==> config.mk <==
export PLATFORM = sky130hd
export DESIGN_NAME = alu_sequencer
export DESIGN_NICKNAME = d
export VERILOG_FILES = /design/src/rtl/alu_ctrl_pkg.sv /design/src/rtl/alu_decode.sv /design/src/rtl/alu_sequencer.sv
export SDC_FILE = /design/constraint.sdc
export NUM_CORES = 1
export LEC_CHECK = 0
export CAP_MARGIN = 30
export CORE_MARGIN = 1
export CORE_UTILIZATION = 30
export CTS_CLUSTER_SIZE = 40
export DETAILED_ROUTE_END_ITERATION = 12
export PLACE_DENSITY = 0.72
export SYNTH_ARGS = -nofsm -noshare
export SYNTH_HDL_FRONTEND = slang
export SYNTH_SLANG_ARGS = --single-unit
==> constraint.sdc <==
create_clock -name clk -period 2.7 [get_ports clk]
set_input_delay 0.405 -clock clk [delete_from_list [all_inputs] [get_ports clk]]
set_output_delay 0.405 -clock clk [all_outputs]
set_load 0.01 [all_outputs]
==> src/rtl/alu_ctrl_pkg.sv <==
// Shared encodings, FSM states and the decoded-instruction record for the
// execute-stage ALU sequencer.
package alu_ctrl_pkg;

    localparam logic [2:0] SEL_ADD = 3'd0;
    localparam logic [2:0] SEL_SUB = 3'd1;
    localparam logic [2:0] SEL_AND = 3'd2;
    localparam logic [2:0] SEL_OR  = 3'd3;
    localparam logic [2:0] SEL_SLT = 3'd4;
    localparam logic [2:0] SEL_MUL = 3'd5;
    localparam logic [2:0] SEL_DIV = 3'd6;
    localparam logic [2:0] SEL_NOP = 3'd7;

    localparam logic [5:0] OP_RTYPE = 6'b000000;
    localparam logic [5:0] OP_ADDI  = 6'b001000;
    localparam logic [5:0] OP_SLTI  = 6'b001010;
    localparam logic [5:0] OP_ANDI  = 6'b001100;
    localparam logic [5:0] OP_ORI   = 6'b001101;
    localparam logic [5:0] OP_LW    = 6'b100011;
    localparam logic [5:0] OP_SW    = 6'b101011;
    localparam logic [5:0] OP_BEQ   = 6'b000100;

    localparam logic [5:0] FN_ADD = 6'b100000;
    localparam logic [5:0] FN_AND = 6'b100100;
    localparam logic [5:0] FN_OR  = 6'b100101;
    localparam logic [5:0] FN_SLT = 6'b101010;
    localparam logic [5:0] FN_MUL = 6'b011000;
    localparam logic [5:0] FN_DIV = 6'b011010;

    typedef enum logic [1:0] {
        ST_IDLE = 2'd0,
        ST_EXEC = 2'd1,
        ST_DONE = 2'd2
    } state_e;

    typedef enum logic [1:0] {
        IMM_REG = 2'd0,
        IMM_SE  = 2'd1,
        IMM_ZE  = 2'd2
    } imm_mode_e;

    typedef enum logic {
        DEST_RT = 1'b0,
        DEST_RD = 1'b1
    } dest_sel_e;

    typedef struct packed {
        logic [2:0] sel;
        imm_mode_e  imm_mode;
        dest_sel_e  dest_sel;
        logic       wb;
        logic       mem_rd;
        logic       mem_wr;
        logic       is_beq;
        logic       is_div;
        logic       illegal;
    } dec_t;

    function automatic logic [31:0] sign_ext16(input logic [15:0] v);
        return {{16{v[15]}}, v};
    endfunction

    function automatic logic [31:0] zero_ext16(input logic [15:0] v);
        return {16'h0000, v};
    endfunction

endpackage

==> src/rtl/alu_decode.sv <==
// Combinational opcode/funct decoder producing the control record consumed
// by the sequencer at accept time.
module alu_decode
    import alu_ctrl_pkg::*;
(
    input  logic [5:0] i_opcode,
    input  logic [5:0] i_funct,
    output dec_t       o_dec
);

    // Start from the illegal-instruction record and fill in recognised encodings.
    always_comb begin
        o_dec.sel      = SEL_NOP;
        o_dec.imm_mode = IMM_REG;
        o_dec.dest_sel = DEST_RT;
        o_dec.wb       = 1'b0;
        o_dec.mem_rd   = 1'b0;
        o_dec.mem_wr   = 1'b0;
        o_dec.is_beq   = 1'b0;
        o_dec.is_div   = 1'b0;
        o_dec.illegal  = 1'b1;
        case (i_opcode)
            OP_RTYPE: begin
                o_dec.dest_sel = DEST_RD;
                o_dec.wb       = 1'b1;
                o_dec.illegal  = 1'b0;
                case (i_funct)
                    FN_ADD: o_dec.sel = SEL_ADD;
                    FN_AND: o_dec.sel = SEL_AND;
                    FN_OR:  o_dec.sel = SEL_OR;
                    FN_SLT: o_dec.sel = SEL_SLT;
                    FN_MUL: o_dec.sel = SEL_MUL;
                    FN_DIV: begin
                        o_dec.sel    = SEL_DIV;
                        o_dec.is_div = 1'b1;
                    end
                    default: begin
                        o_dec.dest_sel = DEST_RT;
                        o_dec.wb       = 1'b0;
                        o_dec.illegal  = 1'b1;
                    end
                endcase
            end
            OP_ADDI, OP_SLTI: begin
                o_dec.sel      = (i_opcode == OP_ADDI) ? SEL_ADD : SEL_SLT;
                o_dec.imm_mode = IMM_SE;
                o_dec.wb       = 1'b1;
                o_dec.illegal  = 1'b0;
            end
            OP_ANDI, OP_ORI: begin
                o_dec.sel      = (i_opcode == OP_ANDI) ? SEL_AND : SEL_OR;
                o_dec.imm_mode = IMM_ZE;
                o_dec.wb       = 1'b1;
                o_dec.illegal  = 1'b0;
            end
            OP_LW: begin
                o_dec.sel      = SEL_ADD;
                o_dec.imm_mode = IMM_SE;
                o_dec.wb       = 1'b1;
                o_dec.mem_rd   = 1'b1;
                o_dec.illegal  = 1'b0;
            end
            OP_SW: begin
                o_dec.sel      = SEL_ADD;
                o_dec.imm_mode = IMM_SE;
                o_dec.mem_wr   = 1'b1;
                o_dec.illegal  = 1'b0;
            end
            OP_BEQ: begin
                o_dec.sel     = SEL_SUB;
                o_dec.is_beq  = 1'b1;
                o_dec.illegal = 1'b0;
            end
            default: begin
                o_dec.illegal = 1'b1;
            end
        endcase
    end

endmodule

==> src/rtl/alu_sequencer.sv <==
// Three-state execute-stage controller: registers ALU operands on accept,
// captures the external ALU result one cycle later, and holds it under valid/ready.
module alu_sequencer
    import alu_ctrl_pkg::*;
(
    input  logic        clk,
    input  logic        rst,
    input  logic        in_valid,
    output logic        in_ready,
    input  logic [5:0]  opcode,
    input  logic [5:0]  funct,
    input  logic [31:0] rs_val,
    input  logic [31:0] rt_val,
    input  logic [15:0] imm,
    input  logic [4:0]  rt_idx,
    input  logic [4:0]  rd_idx,
    output logic [31:0] alu_x,
    output logic [31:0] alu_y,
    output logic [2:0]  alu_sel,
    input  logic [31:0] alu_r,
    input  logic        alu_z,
    output logic        out_valid,
    input  logic        out_ready,
    output logic [31:0] res_data,
    output logic [4:0]  res_dest,
    output logic        res_wb,
    output logic        mem_rd,
    output logic        mem_wr,
    output logic        br_taken,
    output logic        err
);

    state_e      r_state;
    state_e      w_next_state;
    dec_t        w_dec;
    logic        w_accept;
    logic        w_div_zero;
    logic [31:0] w_y;

    logic [31:0] r_alu_x, r_alu_y;
    logic [2:0]  r_alu_sel;
    logic [4:0]  r_p_dest;
    logic        r_p_wb, r_p_mrd, r_p_mwr, r_p_beq, r_p_err;
    logic [31:0] r_res_data;
    logic [4:0]  r_res_dest;
    logic        r_res_wb, r_mem_rd, r_mem_wr, r_br_taken, r_err;

    alu_decode u_decode (
        .i_opcode (opcode),
        .i_funct  (funct),
        .o_dec    (w_dec)
    );

    assign w_accept   = in_valid & (r_state == ST_IDLE);
    assign w_div_zero = w_dec.is_div & (rt_val == 32'd0);

    // Operand Y source selected by the decoded immediate mode.
    always_comb begin
        w_y = rt_val;
        case (w_dec.imm_mode)
            IMM_SE:  w_y = sign_ext16(imm);
            IMM_ZE:  w_y = zero_ext16(imm);
            default: w_y = rt_val;
        endcase
    end

    // State register.
    always_ff @(posedge clk) begin
        if (rst) begin
            r_state <= ST_IDLE;
        end else begin
            r_state <= w_next_state;
        end
    end

    // Next-state logic.
    always_comb begin
        w_next_state = r_state;
        case (r_state)
            ST_IDLE: w_next_state = in_valid ? ST_EXEC : ST_IDLE;
            ST_EXEC: w_next_state = ST_DONE;
            ST_DONE: w_next_state = out_ready ? ST_IDLE : ST_DONE;
            default: w_next_state = ST_IDLE;
        endcase
    end

    // Handshake outputs decoded from the state register.
    always_comb begin
        in_ready  = 1'b0;
        out_valid = 1'b0;
        case (r_state)
            ST_IDLE: in_ready  = 1'b1;
            ST_EXEC: in_ready  = 1'b0;
            ST_DONE: out_valid = 1'b1;
            default: in_ready  = 1'b0;
        endcase
    end

    // Operands and decoded flags load on accept; results load only when leaving EXEC,
    // so every output is stable for as long as DONE is held.
    always_ff @(posedge clk) begin
        if (rst) begin
            r_alu_x    <= 32'd0;
            r_alu_y    <= 32'd0;
            r_alu_sel  <= SEL_NOP;
            r_p_dest   <= 5'd0;
            r_p_wb     <= 1'b0;
            r_p_mrd    <= 1'b0;
            r_p_mwr    <= 1'b0;
            r_p_beq    <= 1'b0;
            r_p_err    <= 1'b0;
            r_res_data <= 32'd0;
            r_res_dest <= 5'd0;
            r_res_wb   <= 1'b0;
            r_mem_rd   <= 1'b0;
            r_mem_wr   <= 1'b0;
            r_br_taken <= 1'b0;
            r_err      <= 1'b0;
        end else if (w_accept) begin
            r_alu_x   <= rs_val;
            r_alu_y   <= w_y;
            r_alu_sel <= w_dec.sel;
            r_p_dest  <= w_dec.illegal ? 5'd0 :
                         ((w_dec.dest_sel == DEST_RD) ? rd_idx : rt_idx);
            r_p_wb    <= w_dec.wb & ~w_div_zero;
            r_p_mrd   <= w_dec.mem_rd;
            r_p_mwr   <= w_dec.mem_wr;
            r_p_beq   <= w_dec.is_beq;
            r_p_err   <= w_dec.illegal | w_div_zero;
        end else if (r_state == ST_EXEC) begin
            r_res_data <= r_p_err ? 32'd0 : alu_r;
            r_res_dest <= r_p_dest;
            r_res_wb   <= r_p_wb;
            r_mem_rd   <= r_p_mrd;
            r_mem_wr   <= r_p_mwr;
            r_br_taken <= r_p_beq & alu_z;
            r_err      <= r_p_err;
        end else begin
            r_res_data <= r_res_data;
        end
    end

    assign alu_x    = r_alu_x;
    assign alu_y    = r_alu_y;
    assign alu_sel  = r_alu_sel;
    assign res_data = r_res_data;
    assign res_dest = r_res_dest;
    assign res_wb   = r_res_wb;
    assign mem_rd   = r_mem_rd;
    assign mem_wr   = r_mem_wr;
    assign br_taken = r_br_taken;
    assign err      = r_err;

endmodule

**Word level (Yosys, flattened, before mapping)**

Index checks and enable logic that the tools add are counted.

- Input port bits: 139
- Register bits: 121
- Output and inout bits: 111
- Memory bits (writable): 0
- Memory bits (read-only): 0
- Word-level logic and storage cells: 76
- Bits in latches: 0
- Memories: 0

- Divide/modulo/power cells: 0
- Multiply operators: 0
- Muxes and demuxes: 24
- Order comparisons: 0
- Add/sub/neg operators: 0
- Reduce and logical (&&, ||, !) cells: 11
- Bitwise gates (word level): 7
- Shift-type cells: 0
- Equality and inequality tests: 17

Operator list:

| cell | count |
|---|---|
| 32-bit case mux with 2 select lines | 1 |
| 6-bit == test (second input constant) | 6 |
| 32-bit zero test | 1 |
| 32-bit 2-to-1 mux | 1 |
| 6-bit by 4-bit == test with 1-bit output (second input constant) | 4 |
| 3-bit case mux with 6 select lines | 1 |
| 3-bit case mux with 5 select lines | 1 |
| 6-bit by 5-bit == test with 1-bit output (second input constant) | 2 |
| 1-bit 2-to-1 mux | 11 |
| 5-bit 2-to-1 mux | 2 |
| 7-bit OR reduction | 1 |
| 6-bit by 3-bit == test with 1-bit output (second input constant) | 1 |
| 6-bit zero test | 1 |
| 2-bit case mux with 3 select lines | 1 |
| 2-bit OR reduction | 3 |
| 6-bit OR reduction | 1 |
| 5-bit OR reduction | 1 |
| 1-bit AND | 4 |
| 2-bit by 1-bit == test with 1-bit output (second input constant) | 2 |
| 2-bit == test (second input constant) | 2 |
| 2-bit 2-to-1 mux | 2 |
| 1-bit case mux with 2 select lines | 2 |
| 2-bit case mux with 2 select lines | 1 |
| 4-bit OR reduction | 1 |
| 5 further kinds | 6 |

**Logic depth before layout (Yosys ltp)**

- Depth after elaboration: 6
- Gate-level depth with buffers: 12
- Gate-level depth less buffers: 10

**Modules after synthesis**

A second synthesis with hierarchy kept.

- Cell total of the unflattened synthesis: 609
- Area, all modules: 4992.3 µm²

Modules (own cells, without submodules):

| module | area an instance (µm²) | seq. area each (µm²) | times used | cells each |
|---|---|---|---|---|
| alu_sequencer | 4663.2 | 2422.3 | 1 | 563 |
| alu_decode | 329.1 | 0.0 | 1 | 46 |

**Worst setup path before layout**

OpenSTA, ideal clock, no wires.

- Path type: input -> register
- From: in opcode[0]
- To: reg r_alu_y[2] (netlist: alu_y[2])
- Path buffers: 3
- Setup slack: 0.297 ns
- Cell stages on the path: 11
- Data required time: 2.622 ns
- Library setup time: 0.078 ns
- Data arrival time: 2.325 ns
- Cell sequence: buf_6 > nand2b_1 > nor2_1 > a31oi_1 > or3_1 > ha_1 > clkbuf_1 > nor2_1 > clkbuf_1 > a221oi_1 > nor3_1

- Word-level cells in the longest chain between the ends: 5
- Elaborated cells on any way between the ends: 12
- Those cells by class: 8 x eq/ne; 2 x mux; 2 x reduce/logical

Ends and longest elaborated chain:

| element | RTL line | text |
|---|---|---|
| start: declaration | alu_sequencer.sv:10 | `input logic [5:0] opcode,` |
| 6-bit by 4-bit == test with 1-bit output / 6-bit == test (equally long branches) | alu_decode.sv:22 | `case (i_opcode)` |
| 4-bit OR reduction (no source line) / 2-bit OR reduction (equally long branches) | - |  |
| 2-bit case mux with 2 select lines * | alu_decode.sv:22 |  |
| 2-bit == test / 2-bit by 1-bit == test with 1-bit output (equally long branches) | alu_sequencer.sv:60 | `case (w_dec.imm_mode)` |
| 32-bit case mux with 2 select lines * | alu_sequencer.sv:60 |  |
| end signal: assignment | alu_sequencer.sv:121 | `r_alu_y <= w_y;` |
| end: declaration | alu_sequencer.sv:40 | `logic [31:0] r_alu_x, r_alu_y;` |

Every way passes the cells marked *; elsewhere a longest branch is shown, timed or not.
A chain may end at the register's enable or synchronous reset.

**Worst setup path after layout**

- From: in opcode[0]
- To: reg r_alu_y[22] (netlist: alu_y[22])

The elaborated chain is that of the path after synthesis.

==> impl_metrics.json <==
{
  "crit_start": "opcode[0]",
  "finalNetCount": 989,
  "clkLatencyLatePin_ns": 0.41,
  "preCtsSetupSlack_ns": -0.196,
  "critPathArrivalTime_ns": 2.81,
  "worstReg2RegEnd": "alu_sel[0]",
  "grtUsageMet3_pct": 8.32,
  "rsz0062_at_grt": "false",
  "clk_path_buf_depth": 2,
  "syn-instance-count": 612,
  "finalPower_mw": 5.01,
  "synth_area_um2": 4930,
  "async_flop_share_pct": 0,
  "synthDominantCellAreaShare_pct": 49.1,
  "critPathKind": "in -> reg",
  "globalRouteMet1Util_pct": 21.7,
  "rr_worst_depth": 5,
  "rows": 46,
  "initial_core_util_pct": 30.9,
  "design_area_um2": 8250,
  "grt_usage_pct": 19.5,
  "yosys_warnings": 0,
  "leakage_nw": 2.92,
  "hold_class": "in -> reg",
  "status": "finished clean",
  "tightest_slew_ns": 0.958,
  "slew_headroom_pct": 36.0,
  "drive_above_1_share_pct": 6.86,
  "overflow": 0,
  "r2r-start": "r_state[1]",
  "holdPathStages": 2,
  "antenna_found_initial": 0,
  "htreeDepth": 4,
  "path_clk_slew_ns": 0.05,
  "hold_viol": 0,
  "grt_pass1_vias": 4903,
  "wl_per_cell_um": 15.7,
  "r2r_slack_ns": 0.76,
  "drt_iter0_drc": 163,
  "grt_busiest_layer": "met2",
  "finClkSkew_ns": 0.00470,
  "yosysTopAreaCell": "dfxtp_1",
  "holdPathEnd": "r_p_mrd",
  "slew_viol_final": 0,
  "ir_drop_uv": 408,
  "io_buffers": 249,
  "cts-resized-gates": 0,
  "ant_nets": 0,
  "worstHoldStart": "rst",
  "cts_setup_buffers": 0,
  "avgSynthCellArea_um2": 8.05,
  "dp_hpwl_mm": 12.1,
  "yosys-top-cells-area": "dfxtp_1 49%, a21oi_1 10%, nand2_1 10%",
  "n_fill_cell": 1529,
  "required_ns": 2.99,
  "synth-main-ff-cell": "dfxtp_1",
  "firstDrtPassIters": 5,
  "die_w_um": 130,
  "period_minus_slack_ns": 2.52,
  "cts_root_buffer": "clkbuf_16",
  "grt_pass1_wl_mm": 25.2,
  "hold_buffers": 0,
  "die_height_um": 130,
  "worst_slack_ns": 0.179,
  "grt_max_degree": 78,
  "vias": 5239,
  "remaining_drc_errors": 0,
  "numCtsBuffers": 17,
  "io_pins": 250,
  "cp_max_fo": 34,
  "core_area_um2": 15900,
  "gp_congestion": 0.876,
  "clock.fmax_ghz": 0.397,
  "fin_crit_sh_pct": 93.4,
  "fin_setup_tns_ns": 0,
  "setup_viol": 0,
  "critPathLaunchType": "input pin",
  "dieArea_um2": 16900,
  "synth_cell_types": 46,
  "netlist_top_cells_count": "131 x nand2_1, 121 x dfxtp_1, 100 x a21oi_1",
  "ys_ff_latch": 121,
  "synth-seq-area-share_pct": 49.1,
  "synth-edff-count": 0,
  "yosysMostFrequentCell": "nand2_1",
  "gr-usage-met2_pct": 32.9,
  "area_delta_synth_final_pct": 67.3,
  "diodes": 0,
  "crit_path_end_kind": "register",
  "cts_tree": "built",
  "synth.net_count": 753,
  "routed_wl_mm": 16.9,
  "powerDensity_nw_per_um2": 607,
  "cap_violations": 0,
  "vias_per_cell": 4.87,
  "cts.sinks": 121,
  "placed_cell_area_um2": 7670
}
-- power by group --
group          internal, mW  total, mW  switching (mW)
Sequential             1.89       1.96          0.0665
Clock                  1.42       2.21           0.788
Combinational         0.469      0.840           0.371
Total                  3.78       5.01            1.23
-- area by class of cell --
cell class	instances	area, µm²	share of cell area (%)
clock buffers	23	478	5.80
clock inverters	8	95.1	1.15
inverters	3	11.3	0.137
well taps	216	270	3.28
repair buffers	269	2680	32.5
flip-flops and latches	121	2420	29.4
multi-input cells	436	2290	27.8
-- routing by layer --
layer  up-vias  wire length, µm
met5         -                0
met1      2383             6770
met4         0              316
met3        19             1750
li1       2596                -
met2       241             8070
-- through the flow --
| step | hold slack, ns | cells | utilization (%) |
|---|---|---|---|
| after floorplan | 0.427 | 612 | - |
| after global placement | 0.437 | 1044 | 48.1 |
| after detailed placement | 0.444 | 1045 | 48.1 |
| after CTS | 0.372 | 1076 | 51.7 |
| after global routing | 0.407 | 1076 | 51.7 |
| final | 0.395 | 1076 | 51.7 |
-- registers in the layout (all words and copies together), names as in the netlist --
register	cells
err	1
res_dest	5
r_p_mwr	1
res_data	32
r_p_mrd	1
r_p_dest	5
r_p_wb	1
r_p_beq	1
mem_wr	1
mem_rd	1
r_p_err	1
alu_sel	3
r_state	2
res_wb	1
alu_y	32
alu_x	32
br_taken	1
-- worst max-delay path by stage --
stage                endpoint  slack (ns)  cells after the start
CTS                 alu_y[22]        0.23                     12
detailed placement  alu_y[22]       -0.20                     12
global route        alu_y[31]        0.04                     12
global placement     alu_y[4]       -0.35                      8
finish              alu_y[22]        0.18                     11
floorplan            alu_y[2]        0.30                     11
-- kinds of logic after synthesis --
| logic type | count (synthesis) | synth area share (%) |
|---|---|---|
| multiplexers | 1 | 0.228 |
| buffers and inverters | 55 | 4.62 |
| AO/OA/AOI/OAI | 154 | 18.2 |
| flip-flops | 121 | 49.1 |
| adder cells (fa/ha/maj) | 2 | 0.508 |
| AND/OR/NAND/NOR | 279 | 27.3 |
-- cell usage in the layout (no fill, tap or decap), types with 4 or more instances in the layout --
cell,netlist,routed
nand4_1,8,8
nand3_1,8,8
nor2b_1,5,4
clkbuf_16,0,17
o21ai_0,19,19
nor3_1,17,17
dfxtp_1,121,121
nand2_1,131,130
nor2_1,46,46
nand3b_1,34,34
clkdlybuf4s50_1,0,248
buf_4,1,18
a31oi_1,6,6
nand2b_1,5,4
clkinv_2,0,4
a21oi_1,100,100
nor4_1,10,10
a221oi_1,15,15
-- worst max-delay path, cell delays in order --
cell,delay (ns)
clkdlybuf4s50_1,0.47
buf_4,0.16
a31oi_1,0.09
or3_1,0.36
ha_1,0.32
buf_4,0.34
nand3b_1,0.17
nand2_1,0.06
buf_4,0.22
a21oi_1,0.15
nor2_1,0.07
No activity file was read; power rests on OpenSTA's default activity.
